`src/rtl/riscv_ctrl_pkg.sv`:
```
// Shared definitions for the multicycle RISC-V control unit: FSM states,
// major opcodes, ALU operation selects, trap causes and the control bundle.
package riscv_ctrl_pkg;

    // 3-bit encoding leaves one spare code; the FSM maps it back to IDLE
    typedef enum logic [2:0] {
        ST_IDLE   = 3'd0,
        ST_FETCH  = 3'd1,
        ST_DECODE = 3'd2,
        ST_EXEC   = 3'd3,
        ST_MEM    = 3'd4,
        ST_WB     = 3'd5,
        ST_TRAP   = 3'd6
    } state_e;

    // Major opcodes (instruction[6:0])
    localparam logic [6:0] OP_R      = 7'b0110011;
    localparam logic [6:0] OP_I      = 7'b0010011;
    localparam logic [6:0] OP_LOAD   = 7'b0000011;
    localparam logic [6:0] OP_STORE  = 7'b0100011;
    localparam logic [6:0] OP_BRANCH = 7'b1100011;

    // ALU operation selects
    localparam logic [1:0] ALU_ADD   = 2'b00;
    localparam logic [1:0] ALU_SUB   = 2'b01;
    localparam logic [1:0] ALU_FUNCT = 2'b10;

    // Trap causes
    localparam logic [1:0] TC_NONE    = 2'b00;
    localparam logic [1:0] TC_ILLEGAL = 2'b01;
    localparam logic [1:0] TC_IMEM    = 2'b10;
    localparam logic [1:0] TC_DMEM    = 2'b11;

    // One bundle for every datapath/memory strobe the FSM drives
    typedef struct packed {
        logic       imem_req;
        logic       dmem_req;
        logic       dmem_we;
        logic       ir_write;
        logic       pc_write;
        logic       pc_src;
        logic       reg_write;
        logic       mem_to_reg;
        logic       alu_src;
        logic [1:0] alu_op;
    } ctrl_t;

    function automatic logic is_legal_op(input logic [6:0] op);
        return (op == OP_R) || (op == OP_I) || (op == OP_LOAD) ||
               (op == OP_STORE) || (op == OP_BRANCH);
    endfunction

endpackage

```
`src/rtl/mem_wait_timer.sv`:
```
// Counts consecutive cycles a memory request waits without ready and flags
// expiry on the MEM_TIMEOUT-th such cycle so the FSM traps on that edge.
module mem_wait_timer #(
    parameter int MEM_TIMEOUT = 15
) (
    input  logic clock,
    input  logic reset,
    input  logic req,
    input  logic ready,
    input  logic clear,
    output logic expired
);

    // The count holds the number of wait cycles already completed, so the
    // current wait cycle is the last allowed one when count == limit-1.
    localparam logic [7:0] LIMIT = 8'(MEM_TIMEOUT - 1);

    logic [7:0] cnt;
    logic       waiting;

    assign waiting = req && !ready && !clear;
    assign expired = waiting && (cnt == LIMIT);

    // Restart on ready, on a dropped request, on leaving the state, or once
    // expiry has been reported
    always_ff @(posedge clock or negedge reset) begin
        if (!reset)
            cnt <= '0;
        else if (!waiting || expired)
            cnt <= '0;
        else
            cnt <= cnt + 8'd1;
    end

endmodule

```
`src/rtl/multicycle_controller.sv`:
```
// Multicycle RISC-V control FSM: fetch/decode/execute/memory/writeback with
// memory wait timeouts, illegal-opcode trap and a retired-instruction count.
module multicycle_controller
    import riscv_ctrl_pkg::*;
#(
    parameter int MEM_TIMEOUT = 15,
    parameter int RETIRE_W    = 32
) (
    input  logic                clock,
    input  logic                reset,
    input  logic                run,
    input  logic [6:0]          opcode,
    input  logic                zero,
    input  logic                imem_ready,
    input  logic                dmem_ready,
    output logic                imem_req,
    output logic                dmem_req,
    output logic                dmem_we,
    output logic                ir_write,
    output logic                pc_write,
    output logic                pc_src,
    output logic                reg_write,
    output logic                mem_to_reg,
    output logic                alu_src,
    output logic [1:0]          alu_op,
    output logic                busy,
    output logic                trap,
    output logic [1:0]          trap_cause,
    output logic [RETIRE_W-1:0] retired
);

    state_e     state;
    logic [6:0] op_q;
    ctrl_t      ctrl;
    logic       tmr_req;
    logic       tmr_ready;
    logic       tmr_clear;
    logic       tmr_expired;
    logic       op_load;
    logic       op_store;

    assign op_load  = (op_q == OP_LOAD);
    assign op_store = (op_q == OP_STORE);

    // One timer serves both memories: only one request can be open at a time
    assign tmr_req   = ctrl.imem_req | ctrl.dmem_req;
    assign tmr_ready = (state == ST_FETCH) ? imem_ready : dmem_ready;
    assign tmr_clear = (state != ST_FETCH) && (state != ST_MEM);

    mem_wait_timer #(
        .MEM_TIMEOUT (MEM_TIMEOUT)
    ) u_wait_timer (
        .clock   (clock),
        .reset   (reset),
        .req     (tmr_req),
        .ready   (tmr_ready),
        .clear   (tmr_clear),
        .expired (tmr_expired)
    );

    // Strobes decode from the registered state; ready and zero feed through
    // so handshakes complete in the same cycle and reset kills them at once
    always_comb begin
        ctrl = '0;
        case (state)
            ST_FETCH: begin
                ctrl.imem_req = 1'b1;
                ctrl.ir_write = imem_ready;
            end
            ST_EXEC: begin
                case (op_q)
                    OP_R: begin
                        ctrl.alu_src = 1'b0;
                        ctrl.alu_op  = ALU_FUNCT;
                    end
                    OP_I: begin
                        ctrl.alu_src = 1'b1;
                        ctrl.alu_op  = ALU_FUNCT;
                    end
                    OP_LOAD, OP_STORE: begin
                        ctrl.alu_src = 1'b1;
                        ctrl.alu_op  = ALU_ADD;
                    end
                    OP_BRANCH: begin
                        ctrl.alu_src  = 1'b0;
                        ctrl.alu_op   = ALU_SUB;
                        ctrl.pc_write = 1'b1;
                        ctrl.pc_src   = zero;
                    end
                    default: ctrl = '0;
                endcase
            end
            ST_MEM: begin
                ctrl.dmem_req = 1'b1;
                ctrl.dmem_we  = op_store;
                ctrl.pc_write = op_store && dmem_ready;
            end
            ST_WB: begin
                ctrl.reg_write  = 1'b1;
                ctrl.mem_to_reg = op_load;
                ctrl.pc_write   = 1'b1;
            end
            default: ctrl = '0;
        endcase
    end

    assign imem_req   = ctrl.imem_req;
    assign dmem_req   = ctrl.dmem_req;
    assign dmem_we    = ctrl.dmem_we;
    assign ir_write   = ctrl.ir_write;
    assign pc_write   = ctrl.pc_write;
    assign pc_src     = ctrl.pc_src;
    assign reg_write  = ctrl.reg_write;
    assign mem_to_reg = ctrl.mem_to_reg;
    assign alu_src    = ctrl.alu_src;
    assign alu_op     = ctrl.alu_op;

    assign busy = (state != ST_IDLE) && (state != ST_TRAP);

    // Sequencer: state transitions, opcode capture, trap status and the
    // retired count (one per pc_write, i.e. one per completed instruction)
    always_ff @(posedge clock or negedge reset) begin
        if (!reset) begin
            state      <= ST_IDLE;
            op_q       <= '0;
            trap       <= 1'b0;
            trap_cause <= TC_NONE;
            retired    <= '0;
        end else begin
            if (ctrl.pc_write)
                retired <= retired + RETIRE_W'(1);

            case (state)
                ST_IDLE: begin
                    if (run)
                        state <= ST_FETCH;
                end
                ST_FETCH: begin
                    if (imem_ready) begin
                        state <= ST_DECODE;
                    end else if (tmr_expired) begin
                        state      <= ST_TRAP;
                        trap       <= 1'b1;
                        trap_cause <= TC_IMEM;
                    end
                end
                ST_DECODE: begin
                    op_q <= opcode;
                    if (is_legal_op(opcode)) begin
                        state <= ST_EXEC;
                    end else begin
                        state      <= ST_TRAP;
                        trap       <= 1'b1;
                        trap_cause <= TC_ILLEGAL;
                    end
                end
                ST_EXEC: begin
                    case (op_q)
                        OP_R, OP_I:         state <= ST_WB;
                        OP_LOAD, OP_STORE:  state <= ST_MEM;
                        OP_BRANCH:          state <= run ? ST_FETCH : ST_IDLE;
                        default:            state <= ST_IDLE;
                    endcase
                end
                ST_MEM: begin
                    if (dmem_ready) begin
                        if (op_store)
                            state <= run ? ST_FETCH : ST_IDLE;
                        else
                            state <= ST_WB;
                    end else if (tmr_expired) begin
                        state      <= ST_TRAP;
                        trap       <= 1'b1;
                        trap_cause <= TC_DMEM;
                    end
                end
                ST_WB: begin
                    state <= run ? ST_FETCH : ST_IDLE;
                end
                ST_TRAP: begin
                    // Held until software drops run, acknowledging the trap
                    if (!run) begin
                        state      <= ST_IDLE;
                        trap       <= 1'b0;
                        trap_cause <= TC_NONE;
                    end
                end
                default: begin
                    state      <= ST_IDLE;
                    trap       <= 1'b0;
                    trap_cause <= TC_NONE;
                end
            endcase
        end
    end

endmodule

```
`config.mk`:
```
export PLATFORM = sky130hd
export DESIGN_NAME = multicycle_controller
export DESIGN_NICKNAME = d
export VERILOG_FILES = /design/src/rtl/riscv_ctrl_pkg.sv /design/src/rtl/mem_wait_timer.sv /design/src/rtl/multicycle_controller.sv
export SDC_FILE = /design/constraint.sdc
export NUM_CORES = 1
export LEC_CHECK = 0
export CAP_MARGIN = 20
export CORE_MARGIN = 2
export CORE_UTILIZATION = 35
export DETAILED_ROUTE_END_ITERATION = 10
export GPL_ROUTABILITY_DRIVEN = 0
export PLACE_DENSITY = 0.61
export SLEW_MARGIN = 30
export SYNTH_ARGS = -nofsm -noshare
export SYNTH_HDL_FRONTEND = slang
export SYNTH_HIERARCHICAL = 1
export SYNTH_SLANG_ARGS = --single-unit
```
`constraint.sdc`:
```
create_clock -name clock -period 2.7 [get_ports clock]
set_input_delay 0.54 -clock clock [delete_from_list [all_inputs] [get_ports clock]]
set_output_delay 0.54 -clock clock [all_outputs]
set_load 0.01 [all_outputs]
```
==> results.sh <==
export IMPL_syn_avg_cell_area_sq_um=10.6
export IMPL_slew_violations=0
export IMPL_track_usage_pct=15.2
export IMPL_powerDensity_nw_per_um2=661
export IMPL_finalSetupTns_ns=0
export IMPL_h_tree_depth=2
export IMPL_drc=0
export IMPL_fp_dieH_um=92.9
export IMPL_fmax_mhz=386
export IMPL_nFillCells=777
export IMPL_die_width_um=92.9
export IMPL_fp_coreArea_sq_um=7690
export IMPL_synth_async_sr_flop_share_pct=100
export IMPL_grt_pass1_wl_mm=10.5
export IMPL_rrSetupSlack_ns=0.25
export IMPL_synth_seq_cells=53
export IMPL_finalCritPeriodShare_pct=96.0
export IMPL_postCtsHoldBufs=0
export IMPL_ant_nets=0
export IMPL_postSynthCellCount=261
export IMPL_die_area_sq_um=8640
export IMPL_hold_class="in2async"
export IMPL_drive_above_1_share_pct=16.8
export IMPL_antenna_found_initial=0
export IMPL_ys_seq_area_share_pct=47.9
export IMPL_worst_clock_skew_ns=0.00693
export IMPL_viasPerCell=5.01
export IMPL_utilization_pct=47.8
export IMPL_vias=2210
export IMPL_grt_pass1_vias=2144
export IMPL_worst_endpoint_arrival_ns=2.05
export IMPL_cap_viol_max_count=0
export IMPL_routedWlPerCell_um=14.2
export IMPL_vdd_ir_drop_max_mv=0.247
export IMPL_fin_crit_ns=2.59
export IMPL_tightestPinTransition_ns=0.552
export IMPL_wl_mm=6.25
export IMPL_clockBufferDepth=2
export IMPL_p_leak_uw=0.00148
export IMPL_yosysUniqueCellTypes=55
export IMPL_synth_edff_count=0
export IMPL_layout_common_cells="clkdlybuf4s50_1 (57), dfrtp_1 (50), xnor2_1 (31), nand2_1 (23), buf_4 (17)"
export IMPL_critPathRequiredTime_ns=2.16
export IMPL_nets=354
export IMPL_drtIter0Drc=78
export IMPL_final_common_cell="clkdlybuf4s50_1"
export IMPL_hold_violations=0
export IMPL_synth_main_ff_cell="dfrtp_1"
export IMPL_numClockSinks=53
export IMPL_drt_pre_antenna_iters=4
export IMPL_start_util_pct=36.0
export IMPL_gr_total_overflow=0
export IMPL_crit_start="state[1]$_DFFE_PN0P_"
export IMPL_cts_root_buf="clkbuf_8"
export IMPL_worst_setup_path_end_kind="output pin"
export IMPL_hpwlAfterDp_mm=4.63
export IMPL_worstSetupStartpointType="register"
export IMPL_tritoncts="done"
export IMPL_grt_max_degree=24
export IMPL_timing_rr_start="state[1]$_DFFE_PN0P_"
export IMPL_setup_violations_final=0
export IMPL_syn_nets=277
export IMPL_status="finished clean"
export IMPL_antennaDiodeCount=0
export IMPL_syn_area_sq_um=2770
export IMPL_syn_to_final_growth_pct=32.8
export IMPL_io_pins=60
export IMPL_rsz0062_at_grt="no"
export IMPL_worstSetupPathType="reg2out"
export IMPL_cts_buffers=5
export IMPL_cp_max_fo=7
export IMPL_io_buffers=59
export IMPL_clk_pin_slew_ns=0.10
export IMPL_rows=32
export IMPL_synth_warnings=6
export IMPL_clock_latency_ns=0.31
export IMPL_relSlewSlack_pct=63.1
worst max-delay path, cell delays in order (launching register included):
cell	delay [ns]
dfrtp_2	0.47
buf_4	0.17
nor3b_4	0.24
buf_4	0.18
and2_1	0.15
clkdlybuf4s50_1	0.54
where the power goes:
group	internal, uW	leakage [uW]	switching (uW)
clock network	183	0.0000374	269
registers	918	0.000701	140
logic	496	0.000744	422
total	1600	0.00148	831
flip-flops by register name, summed over array words and instances (netlist names):
| name | cells |
|---|---|
| retired | 32 |
| trap | 1 |
| op_q | 7 |
| u_wait_timer/cnt | 8 |
| trap_cause | 2 |
| state | 3 |
Yosys cell counts (5+ instances only):
| library cell | n | share of area (%) |
|---|---|---|
| nand3_1 | 16 | 2.9 |
| xnor2_1 | 31 | 9.8 |
| nand4_1 | 12 | 2.7 |
| nand2b_1 | 5 | 1.1 |
| mux2_2 | 8 | 3.3 |
| inv_1 | 7 | 0.95 |
| o21ai_0 | 7 | 1.3 |
| a21oi_1 | 14 | 2.5 |
| nor2_1 | 13 | 1.8 |
| dfrtp_1 | 53 | 48 |
| and2_1 | 6 | 1.4 |
| nand2_1 | 23 | 3.1 |
| and3_1 | 6 | 1.4 |
cell type report:
class | count | area, sq um | area share [%]
multi-input combinational | 194 | 1380 | 37.7
sequential | 53 | 1330 | 36.2
timing repair buffer | 76 | 716 | 19.5
tap | 102 | 128 | 3.47
clock buffer | 6 | 72.6 | 1.97
inverter | 8 | 30.0 | 0.817
clock inverter | 2 | 15.0 | 0.409
routing by layer:
metal  global-route usage [%]  up-vias  part of all wire [%]
met2                     23.9       42                    46
met5                        0        -                     0
li1                         -     1081                     -
met3                     3.58        6                   4.5
met1                     21.1     1081                    48
met4                     4.29        0                   1.2
what timing repair did:
item | CTS | global route
setup buffers | 0 | 2
gates resized for setup | 1 | 4
endpoints found under the setup margin | 1 | 1
endpoints found under the hold margin | 0 | 0
gates cloned | 0 | 0
cells by family (layout without fill, tap and decap cells):
logic type / count (synthesis) / in the layout / synth area share [%]
AOI/OAI and AO/OA: 39 / 39 / 10.2
xor gates and xnor gates: 34 / 34 / 10.8
adders and majority gates: 3 / 3 / 1.36
buffers and inverters: 14 / 92 / 2.67
DFF: 53 / 53 / 47.9
muxes: 8 / 8 / 3.26
and+or+nand+nor: 110 / 110 / 23.8
through the flow:
step                      hold WS [ns]  power (uW)  worst slack [ns]  area (sq um)  instances
after floorplan                  0.244        1620           0.00435          2780        261
after global placement           0.461        1950             0.141          3560        431
after detailed placement         0.465        1970             0.143          3560        431
after CTS                        0.132        2430            0.0359          3650        439
after global routing             0.138        2590            0.0248          3670        441
final                            0.128        2430             0.109          3670        441
path summary, 6_finish.rpt:
kind | to | cells after the start
setup / recovery | ir_write | 5
hold / removal | retired[29]$_DFFE_PN0P_ | 1
setup reg to reg | state[0]$_DFFE_PN0P_ | 10
hold reg to reg | retired[31]$_DFFE_PN0P_ | 1
min in group clock | retired[31]$_DFFE_PN0P_ | 1
max in group asynchronous | state[2]$_DFFE_PN0P_ | 2
(Power assumes the default switching activity.)
